$ cat config.mk
export PLATFORM = sky130hd
export DESIGN_NAME = writeback_queue
export DESIGN_NICKNAME = d
export VERILOG_FILES = /design/src/rtl/writeback_queue.sv
export SDC_FILE = /design/constraint.sdc
export NUM_CORES = 1
export LEC_CHECK = 0
export CORE_ASPECT_RATIO = 0.9
export CORE_UTILIZATION = 40
export DETAILED_ROUTE_END_ITERATION = 10
export PLACE_DENSITY = 0.65
export SETUP_SLACK_MARGIN = 0.02
export SLEW_MARGIN = 30
export SYNTH_ARGS = -nofsm -noshare
export SYNTH_HDL_FRONTEND = slang
export SYNTH_SLANG_ARGS = --single-unit
$ cat constraint.sdc
create_clock -name Clock -period 3.4 [get_ports Clock]
set_clock_uncertainty 0.2 [all_clocks]
set_input_delay 0.68 -clock Clock [delete_from_list [all_inputs] [get_ports Clock]]
set_output_delay 0.68 -clock Clock [all_outputs]
set_load 0.01 [all_outputs]
$ cat src/rtl/writeback_queue.sv
// rtl/writeback_queue.sv - in-order write-back FIFO feeding the register-file write port
//
// Purpose: buffers result writes from the memory/load unit and the ALU in
// acceptance order and retires one per cycle onto the register file. Decode
// can look up pending writes by register number for forwarding.
//
// Ports:
//   Clock, Reset                 rising-edge clock, synchronous active-high reset
//   AluValid/AluRD/AluData       ALU write request; AluReady = accepted this edge
//   MemValid/MemRD/MemData       load write request; MemReady = accepted this edge
//   Hold                         register-file port busy, blocks retirement
//   RD/WriteData/RegWrite        register-file write port (head entry)
//   RS/RT                        decode lookup addresses
//   FwdRSHit/FwdRSData           newest pending write to RS
//   FwdRTHit/FwdRTData           newest pending write to RT
//   Count/Full/Empty             occupancy
module writeback_queue #(
   parameter int DATA_W = 16,
   parameter int ADDR_W = 5,
   parameter int DEPTH  = 4
) (
   input  logic                     Clock,
   input  logic                     Reset,
   input  logic                     AluValid,
   input  logic [ADDR_W-1:0]        AluRD,
   input  logic [DATA_W-1:0]        AluData,
   output logic                     AluReady,
   input  logic                     MemValid,
   input  logic [ADDR_W-1:0]        MemRD,
   input  logic [DATA_W-1:0]        MemData,
   output logic                     MemReady,
   input  logic                     Hold,
   output logic [ADDR_W-1:0]        RD,
   output logic [DATA_W-1:0]        WriteData,
   output logic                     RegWrite,
   input  logic [ADDR_W-1:0]        RS,
   input  logic [ADDR_W-1:0]        RT,
   output logic                     FwdRSHit,
   output logic                     FwdRTHit,
   output logic [DATA_W-1:0]        FwdRSData,
   output logic [DATA_W-1:0]        FwdRTData,
   output logic [$clog2(DEPTH):0]   Count,
   output logic                     Full,
   output logic                     Empty
);

   localparam int PTR_W = $clog2(DEPTH);

   logic [ADDR_W-1:0] rd_mem_q   [DEPTH];
   logic [DATA_W-1:0] data_mem_q [DEPTH];

   logic [PTR_W-1:0]  wr_ptr_q, wr_ptr_d;
   logic [PTR_W-1:0]  rd_ptr_q, rd_ptr_d;
   logic [PTR_W:0]    count_q, count_d;

   logic              push;
   logic              pop;
   logic [ADDR_W-1:0] push_rd;
   logic [DATA_W-1:0] push_data;

   assign Count = count_q;
   assign Full  = (count_q == (PTR_W+1)'(DEPTH));
   assign Empty = (count_q == '0);

   // Readiness looks only at the registered Full flag, so a pop on this
   // edge never makes room for a push on the same edge.
   assign MemReady = !Full;
   assign AluReady = !Full && !MemValid;

   // Loads are older in program order, so they win the single enqueue slot.
   assign push      = !Reset && !Full && (MemValid || AluValid);
   assign push_rd   = MemValid ? MemRD   : AluRD;
   assign push_data = MemValid ? MemData : AluData;

   // The reset cycle must not commit anything that is about to be discarded.
   assign RegWrite  = !Empty && !Hold && !Reset;
   assign pop       = RegWrite;

   assign RD        = Empty ? '0 : rd_mem_q[rd_ptr_q];
   assign WriteData = Empty ? '0 : data_mem_q[rd_ptr_q];

   // DEPTH is a power of two, so pointer overflow is the wrap-around.
   always_comb begin
      wr_ptr_d = push ? wr_ptr_q + 1'b1 : wr_ptr_q;
      rd_ptr_d = pop  ? rd_ptr_q + 1'b1 : rd_ptr_q;
      count_d  = count_q;
      case ({push, pop})
         2'b10:   count_d = count_q + 1'b1;
         2'b01:   count_d = count_q - 1'b1;
         default: count_d = count_q;
      endcase
   end

   always_ff @(posedge Clock) begin
      if (Reset) begin
         wr_ptr_q <= '0;
         rd_ptr_q <= '0;
         count_q  <= '0;
      end else begin
         wr_ptr_q <= wr_ptr_d;
         rd_ptr_q <= rd_ptr_d;
         count_q  <= count_d;
      end
   end

   // Entry storage needs no reset: only slots inside [rd_ptr, rd_ptr+count)
   // are ever observed.
   always_ff @(posedge Clock) begin
      if (push) begin
         rd_mem_q[wr_ptr_q]   <= push_rd;
         data_mem_q[wr_ptr_q] <= push_data;
      end
   end

   // Walk valid entries oldest to newest; a later match overrides an earlier
   // one so the newest pending value is forwarded.
   always_comb begin
      FwdRSHit  = 1'b0;
      FwdRTHit  = 1'b0;
      FwdRSData = '0;
      FwdRTData = '0;
      for (int i = 0; i < DEPTH; i++) begin
         if ((PTR_W+1)'(i) < count_q) begin
            if (rd_mem_q[rd_ptr_q + PTR_W'(i)] == RS) begin
               FwdRSHit  = 1'b1;
               FwdRSData = data_mem_q[rd_ptr_q + PTR_W'(i)];
            end
            if (rd_mem_q[rd_ptr_q + PTR_W'(i)] == RT) begin
               FwdRTHit  = 1'b1;
               FwdRTData = data_mem_q[rd_ptr_q + PTR_W'(i)];
            end
         end
      end
   end

endmodule

# Word level (Yosys, flattened, before mapping)
# Memory sizes are Yosys's and may differ from the RTL's. A register that Yosys moved wholly into a read port is not among the register bits.
# Cells that the tools add are included.
# word_totals
regBits	7
wordCells	82
mem_count	2
ram_bits	84
output_inout_bits	63
# mem_list
name	words	width	rd	rd_ports_with_merged_regs	write_ports	line_no	rtl
data_mem_q	4	16	4	1	1	50	logic [DATA_W-1:0] data_mem_q [DEPTH];
rd_mem_q	4	5	4	1	1	49	logic [ADDR_W-1:0] rd_mem_q [DEPTH];
# op_classes
n_addsub	6
muxes	43
n_lt_le_gt_ge	4
reduce_logical	13
n_eq_ne	11
# op_table
cell	count
16-bit 2-to-1 mux	18
5-bit == test	8
1-bit 2-to-1 mux	18
5-bit 2-to-1 mux	2
2-bit 2-to-1 mux	4
1-bit by 3-bit less-than comparator with 1-bit output, first input constant	2
2-bit by 3-bit less-than comparator with 1-bit output, first input constant	2
3-bit one-hot mux with 2 select lines	1
1-bit logical AND	5
1-bit zero test	5
2-bit by 1-bit adder with 2-bit output, second input constant	2
2-bit adder, second input constant	2
3-bit by 1-bit adder with 3-bit output, second input constant	1
3-bit == test, second input constant	1
3-bit zero test	1
3-bit by 1-bit subtractor with 3-bit output, second input constant	1
2-bit by 1-bit == test with 1-bit output, second input constant	1
2-bit == test, second input constant	1
2-bit nonzero test	1
1-bit logical OR	1

# Logic depth before layout (Yosys ltp)
# Gate-level depths: netlist of the first run.
# depth
depth_word	9
mapped_depth	12
ltp_nobuf	10

# Worst setup path before layout of the first run
# No wires, ideal clock.
# synth_timing
path_type	flip-flop to output port
startpoint	reg with a tool-made name
endpoint	out FwdRSData[14]
setup_slack_ps	3
t_arrival_ps	2517
stages_incl_launch_ff	9
path_cell_list	dfxtp_1 buf_2 mux4_2 xnor2_1 nand4_1 nor2_1 clkbuf_1 a31oi_1 a211oi_1
# synth_lines
element	line_no	rtl
end: declaration	40	output logic [DATA_W-1:0] FwdRSData,

# Worst setup path after layout of the first run
# layout_timing
startpoint	reg rd_ptr_q[0]
endpoint	out FwdRSData[8]
# layout_between
elab_chain_cells	9
# layout_lines
element	line_no	rtl
start: declaration	53	logic [PTR_W-1:0] rd_ptr_q, rd_ptr_d;
start signal: assignment	101	rd_ptr_q <= rd_ptr_d;
2-bit by 1-bit adder with 2-bit output	124, 126	
memory read 4 x 5 bit	--	
5-bit == test	124	if (rd_mem_q[rd_ptr_q + PTR_W'(i)] == RS) begin
16-bit 2-to-1 mux	124	
16-bit 2-to-1 mux	123	if ((PTR_W+1)'(i) < count_q) begin
16-bit 2-to-1 mux	124	
16-bit 2-to-1 mux	123	
16-bit 2-to-1 mux	124	
16-bit 2-to-1 mux (*)	123	
# Mark *: on every way between the ends. The rest lies on a longest branch, timed or not.

==> results of run 1 <==
report_power, final:
group          switching, µW  internal, µW  total (µW)
clock network            384           636        1020
registers               70.7          1360        1430
logic                    932           919        1850
metrics by stage:
stage               setup TNS, ns  power [µW]  cells
finish                     -13.64        4300   1015
global route               -16.49        4470   1015
CTS                        -12.45        4210   1005
detailed placement         -18.47        3090    956
global placement           -18.39        3060    956
floorplan                       0        2370    572
final timing paths:
check	from	endpoint	slack, ns
setup / recovery	rd_ptr_q[0]	FwdRSData[8]	-0.51
hold / removal	wr_ptr_q[0]	wr_ptr_q[0]	0.33
setup reg to reg	Count[0]	Count[2]	0.81
hold reg to reg	wr_ptr_q[0]	wr_ptr_q[0]	0.33
placed cells by master, fill, tap and decap left out, types with 5 or more instances in the layout:
cell type        count
nor3_1              31
dfxtp_1              6
buf_2               31
nor3_2              16
nor2_1              29
inv_1               22
xnor2_1             28
mux2_2              23
clkdlybuf4s50_1     85
nand4_1              6
nor2_4               6
o31ai_2              6
a21oi_1              6
clkbuf_16           10
a311oi_2            12
buf_4               84
mux2i_1              7
edfxtp_1            84
a31oi_2              5
nor2b_1             20
xnor2_2              6
xor2_1               8
mux4_2              80
nor2_2              10
a211oi_2            11
buf_12              10
a31oi_1             11
buf_6               26
nand2_1             24
o31ai_1             10
ha_1                 9
registers in the layout, indices dropped and copies added, names as in the netlist, named ones only:
| name | flops |
|---|---|
| Count | 3 |
| rd_mem_q | 20 |
| rd_ptr_q | 2 |
| data_mem_q | 64 |
| wr_ptr_q | 2 |
routing by layer:
metal	vias to the layer above	part of all wire
li1	2656	-
met1	3105	0.43
met2	355	0.45
met3	21	0.11
met4	0	0.011
met5	-	0
what timing repair did:
item,4_1_cts,5_1_grt
gates resized for setup,202,73
setup endpoints to repair,36,39
pin swaps,29,33
setup buffers,32,10
gates cloned,1,1
logic make-up after synthesis:
logic type               count (synthesis)
AND/OR/NAND/NOR                        168
multiplexers                           110
flip-flops                              93
AO/OA/AOI/OAI                           77
buffers and inverters                   72
XOR/XNOR                                43
adder cells (fa/ha/maj)                  9
worst register-to-register path: stages, from the launching register on:
cell and delay (ns):
dfxtp_1 0.39, buf_4 0.15, inv_1 0.06, ha_1 0.21, nor2b_2 0.17, buf_12 0.17
nor3_1 0.14, buf_4 0.19, ha_1 0.30, or3_1 0.40, a21oi_1 0.15
final cells by class:
type,instances,area [µm²]
Clock buffer,10,229
Sequential cell,93,2710
Multi-Input combinational cell,407,4580
Clock inverter,6,77.6
Tap cell,235,294
Fill cell,1400,6900
Inverter,22,82.6
Timing Repair Buffer,242,2230
==> qor.yml, run 1 <==
status: "finished with violations"
violations: "setup timing"
min_path_type: "flip-flop to flip-flop"
cts_tree: "built"
drive_gt1_frac: 0.474
grt_usage: 0.252
hold_depth: 1
clock_latency_ns: 0.33
synth_edf_count: 84
finalHoldViolCount: 0
setup_ws_ns: -0.509
cpMostUsedCell: "buf_6"
via_count: 6137
remaining_drc_errors: 0
coreArea_um2: 17100
cts_buffers: 9
dpl_worst_slack_ns: -0.618
syn_to_final_growth_pct: 43.5
rsz0062_at_grt: "true"
fmax_mhz: 256
synth_compound_area_frac: 0.0839
grtUsageMet1: 0.362
synthArstFlopShare: 0
die-area_um2: 18300
grt_max_degree: 54
fin_area_um2: 10200
max_stage_delay_ns: 0.59
diodes: 0
grt.overflow.total: 0
worst-slew-pin-transition_ns: 0.508
synth-simple-area-share: 0.118
use_met2: 0.375
crit_type: "flip-flop to output pin"
synth_top_cell_by_area: "edfxtp_1"
max_slew_margin: 0.661
die_w_um: 143
dominantRegCellSynth: "edfxtp_1"
synth_top_area_share: 0.355
hold_slack_ns: 0.327
startpoint_type: "flip-flop"
cellPowerDensity_nw_per_um2: 421
initial_core_util: 0.416
post_synth.cell_area_avg_um2: 12.4
ctsHoldBuffers: 0
met3_usage: 0.0674
grt_pass1_vias: 5848
synthTopCellsByCount: "84 x edfxtp_1, 80 x mux4_2, 50 x nor3_1"
utilization: 0.597
synthCells: 572
syn_area_um2: 7110
p_leak_uw: 0.00352
vias_per_cell: 6.05
dp_hpwl_um: 16600
cts_buffer_depth: 2
crit_chain: "buf_6 -> mux4_2 -> xor2_2 -> nor4_4 -> nand3b_4 -> and2_4 -> buf_6 -> buf_6 -> a211oi_2 -> buf_2"
reg2reg_depth: 10
crit_cells: 10
synth.most_common_cell: "edfxtp_1"
worstPathArrival_ns: 3.03
wl_um: 23400
synth_nets: 638
slew_violations: 0
die_h_um: 129
drtIter0Drc: 630
setup_viol: 34
ys_types: 42
period_share: 1.15
grt-busiest-layer: "met2"
htreeDepth: 3
gp_congestion: 0.941
cp_max_fo: 5
ios: 120
ys_seq_elements: 93
ys_seq_area_frac: 0.380
cts.clk_slew.worst_paths_ns: 0.06
row_count: 45
port_buffers: 119
ir_drop_uv: 326
critPathRequiredTime_ns: 2.52
cts.sinks: 93
muxShareOfSynthArea: 0.300
cpLargestDelayFamily: "simple AND/OR/NAND/NOR gates"
post-route-min-period_ns: 3.91
grt_pass1_wl_um: 34000
avgRoutedWirePerCell_um: 23.0
drt-pass1-iter-count: 5
drv_cap: 0
ant_nets: 0
antenna_found_initial: 0
path_buf_inv: 4
synthTopCellsByArea: "edfxtp_1 35%, mux4_2 25%, xnor2_1 4.1%"
clockRootBuffer: "clkbuf_16"
place_area_um2: 9050
synth_top_family_by_area: "multiplexers"
yosys_warnings: 0
critPathCaptureType: "output pin"
synth-xor-area-share: 0.0540
layout.nets: 841
synth_adder_area_share: 0.0158
slowest_stage: "mux4_2"
Power figures use the tool's default switching activity.
==> run 2: changes to the inputs <==
--- a/config.mk
+++ b/config.mk
@@ -9,6 +9,7 @@
 export CORE_UTILIZATION = 40
 export DETAILED_ROUTE_END_ITERATION = 10
 export PLACE_DENSITY = 0.65
+export REMOVE_ABC_BUFFERS = 1
 export SETUP_SLACK_MARGIN = 0.02
 export SLEW_MARGIN = 30
 export SYNTH_ARGS = -nofsm -noshare
==> run 2 against run 1 <==
The flow still finishes with violations (setup timing). Worst setup slack improved by 0.052 ns. Combinational power decreased by 5%. Via count increased by 2.0%. Sequential power about the same. First-iteration DRC count increased by 16%. Utilization increased by 0.51 points. Sequential cell count unchanged. Die area unchanged. Critical endpoint is now FwdRSData[6]. Largest cell class unchanged. Highest routed layer unchanged.
==> qor.yml, run 2 (synthesis gave the netlist of run 1 again) <==
slew_violations: 0  # unchanged
dp_cells: 949  # -0.73%
grt_max_degree: 37  # -31%
drive_gt1_frac: 0.477  # +0.00226
vias_per_cell: 6.23  # +3.0%
syn_to_final_growth_pct: 44.8
initial_core_util: 0.416  # unchanged
ant_nets: 0  # unchanged
worst-slew-pin-transition_ns: 0.573  # +0.0645 ns
die_w_um: 143  # unchanged
avgRoutedWirePerCell_um: 23.3  # +1.1%
ios: 120  # unchanged
critPathRequiredTime_ns: 2.52  # about the same
drtIter0Drc: 729  # +16%
drt-pass1-iter-count: 5  # unchanged
final_common_cell: "edfxtp_1"
status: "finished with violations"
cts.sinks: 93  # unchanged
fillers: 1342  # -4.1%
ctsHoldBuffers: 0  # unchanged
coreArea_um2: 17100  # unchanged
grt_usage: 0.254  # +0.00272
tns_ns: -11.64  # +2.00 ns
hold_end: "wr_ptr_q[0]"
hold_slack_ns: 0.339  # +0.0122 ns
cts_buffers: 9  # unchanged
hp-start: "wr_ptr_q[0]"
layout.nets: 833  # -0.95%
rrSetupSlack_ns: 0.86  # +0.05 ns
final_cell_mix: "84 x edfxtp_1, 83 x clkdlybuf4s50_1, 80 x mux4_2"
clock_latency_ns: 0.35  # +0.02 ns
period_share: 1.13  # -0.0152
rsz0062_at_grt: "true"
startpoint_type: "flip-flop"
reg2reg_depth: 8  # -2
post-route-min-period_ns: 3.86  # -0.0517 ns
wl_um: 23400  # +0.13%
max_slew_margin: 0.618  # -0.0430
stdcell_count: 1005  # -0.99%
grt_pass1_vias: 6096  # +4.2%
fmax_mhz: 259  # +1.3%
clockRootBuffer: "clkbuf_16"
diodes: 0  # unchanged
dp_hpwl_um: 15100  # -9.1%
cts_buffer_depth: 2  # unchanged
r2r_start: "Count[0]"
htreeDepth: 3  # unchanged
remaining_drc_errors: 0  # unchanged
drv_cap: 0  # unchanged
row_count: 45  # unchanged
multi_input_area_um2: 4690  # +2.3%
setup_ws_ns: -0.457  # +0.0517 ns
die-area_um2: 18300  # unchanged
regArea_um2: 2710  # unchanged
setup_viol: 34  # unchanged
place_area_um2: 9050  # unchanged
violations: "setup timing"
die_h_um: 129  # unchanged
via_count: 6261  # +2.0%
worstPathArrival_ns: 2.98  # -0.05 ns
critPathCaptureType: "output pin"
hold_depth: 1  # unchanged
finalHoldViolCount: 0  # unchanged
cts_tree: "built"
ir_drop_uv: 302  # -7.2%
p_leak_uw: 0.00355  # +0.99%
grt.overflow.total: 0  # unchanged
grt_pass1_wl_um: 34600  # +1.8%
fin_area_um2: 10300  # +0.86%
crit_type: "flip-flop to output pin"
antenna_found_initial: 0  # unchanged
r2r_end: "Count[2]"
cellPowerDensity_nw_per_um2: 420  # -0.27%
cts.clk_slew.worst_paths_ns: 0.06  # about the same
cp_max_fo: 12  # +7
min_path_type: "flip-flop to flip-flop"
dpl_worst_slack_ns: -0.686  # -0.0679 ns
port_buffers: 119  # unchanged
largest_register_ffs: 64  # unchanged
gp_congestion: 0.861  # -8.5%
top_register: "data_mem_q"
-- run 2: cell types whose count changed in the layout (fill, tap and decap cells not counted), moves of 4 or more --
cell,previous run,this run
buf_4,84,73
xnor2_1,28,19
nor3_4,3,9
o31ai_1,10,5
o31ai_2,6,10
buf_12,10,14
nor2_4,6,2
nor2_1,29,40
xnor2_2,6,15
nor3_1,31,26
nor2_2,10,3
-- run 2: where the power goes --
part / switching, µW / internal (µW)
clock network: 424 / 712
registers: 70.3 / 1360
logic: 868 / 894
-- run 2: layout make-up --
class                      instances  area share
clock buffer                      10      0.0222
clock inverter                     4     0.00960
tap                              235      0.0285
multi-input combinational        407       0.455
timing repair buffer             234       0.213
inverter                          22     0.00802
sequential                        93       0.263
-- run 2: critical path: stages, from the launching register on --
cell and delay (ns):
dfxtp_4 0.36, buf_12 0.13, mux4_2 0.57, xnor2_2 0.16, nand4_1 0.22, buf_6 0.23, buf_4 0.16, nor3_1 0.22
a31oi_1 0.10, a211oi_4 0.28, buf_2 0.18
-- run 2: repair_timing --
action / 4_1_cts / 5_1_grt
endpoints found under the setup margin: 34 / 34
pin swaps: 34 / 30
cloned: 1 / 0
gates resized for setup: 215 / 69
setup buffers: 17 / 28
-- run 2: metal layers --
layer,up-vias,track usage,part of all wire,wire [µm]
li1,2646,-,-,-
met1,3116,0.334,0.39,9040
met2,421,0.435,0.49,11500
met3,78,0.0387,0.090,2110
met4,0,0.0803,0.029,687
met5,-,0,0,0
-- run 2: worst max path at each step --
| stage | from | to | slack (ns) | cells after the start |
|---|---|---|---|---|
| finish | rd_ptr_q[0] | FwdRSData[6] | -0.46 | 10 |
| global route | rd_ptr_q[0] | FwdRSData[6] | -0.56 | 10 |
| CTS | rd_ptr_q[0] | FwdRTData[3] | -0.46 | 11 |
| detailed placement | RS[2] | FwdRSData[14] | -0.69 | 9 |
| global placement | RT[1] | FwdRTData[5] | -0.66 | 9 |
| floorplan | rd_ptr_q[0] | FwdRTData[15] | -2.18 | 6 |
-- run 2: through the flow --
step / utilization / power (µW)
floorplan: - / 2340
detailed placement: 0.529 / 3030
CTS: 0.571 / 4220
finish: 0.602 / 4320
global placement: 0.529 / 3000
global route: 0.602 / 4480
==> run 3: changes to the inputs <==
--- a/config.mk
+++ b/config.mk
@@ -11,7 +11,6 @@
 export PLACE_DENSITY = 0.65
 export REMOVE_ABC_BUFFERS = 1
 export SETUP_SLACK_MARGIN = 0.02
-export SLEW_MARGIN = 30
 export SYNTH_ARGS = -nofsm -noshare
 export SYNTH_HDL_FRONTEND = slang
 export SYNTH_SLANG_ARGS = --single-unit
==> results of run 3 <==
The final DEF is identical to that of run 2; final timing and power are the same.
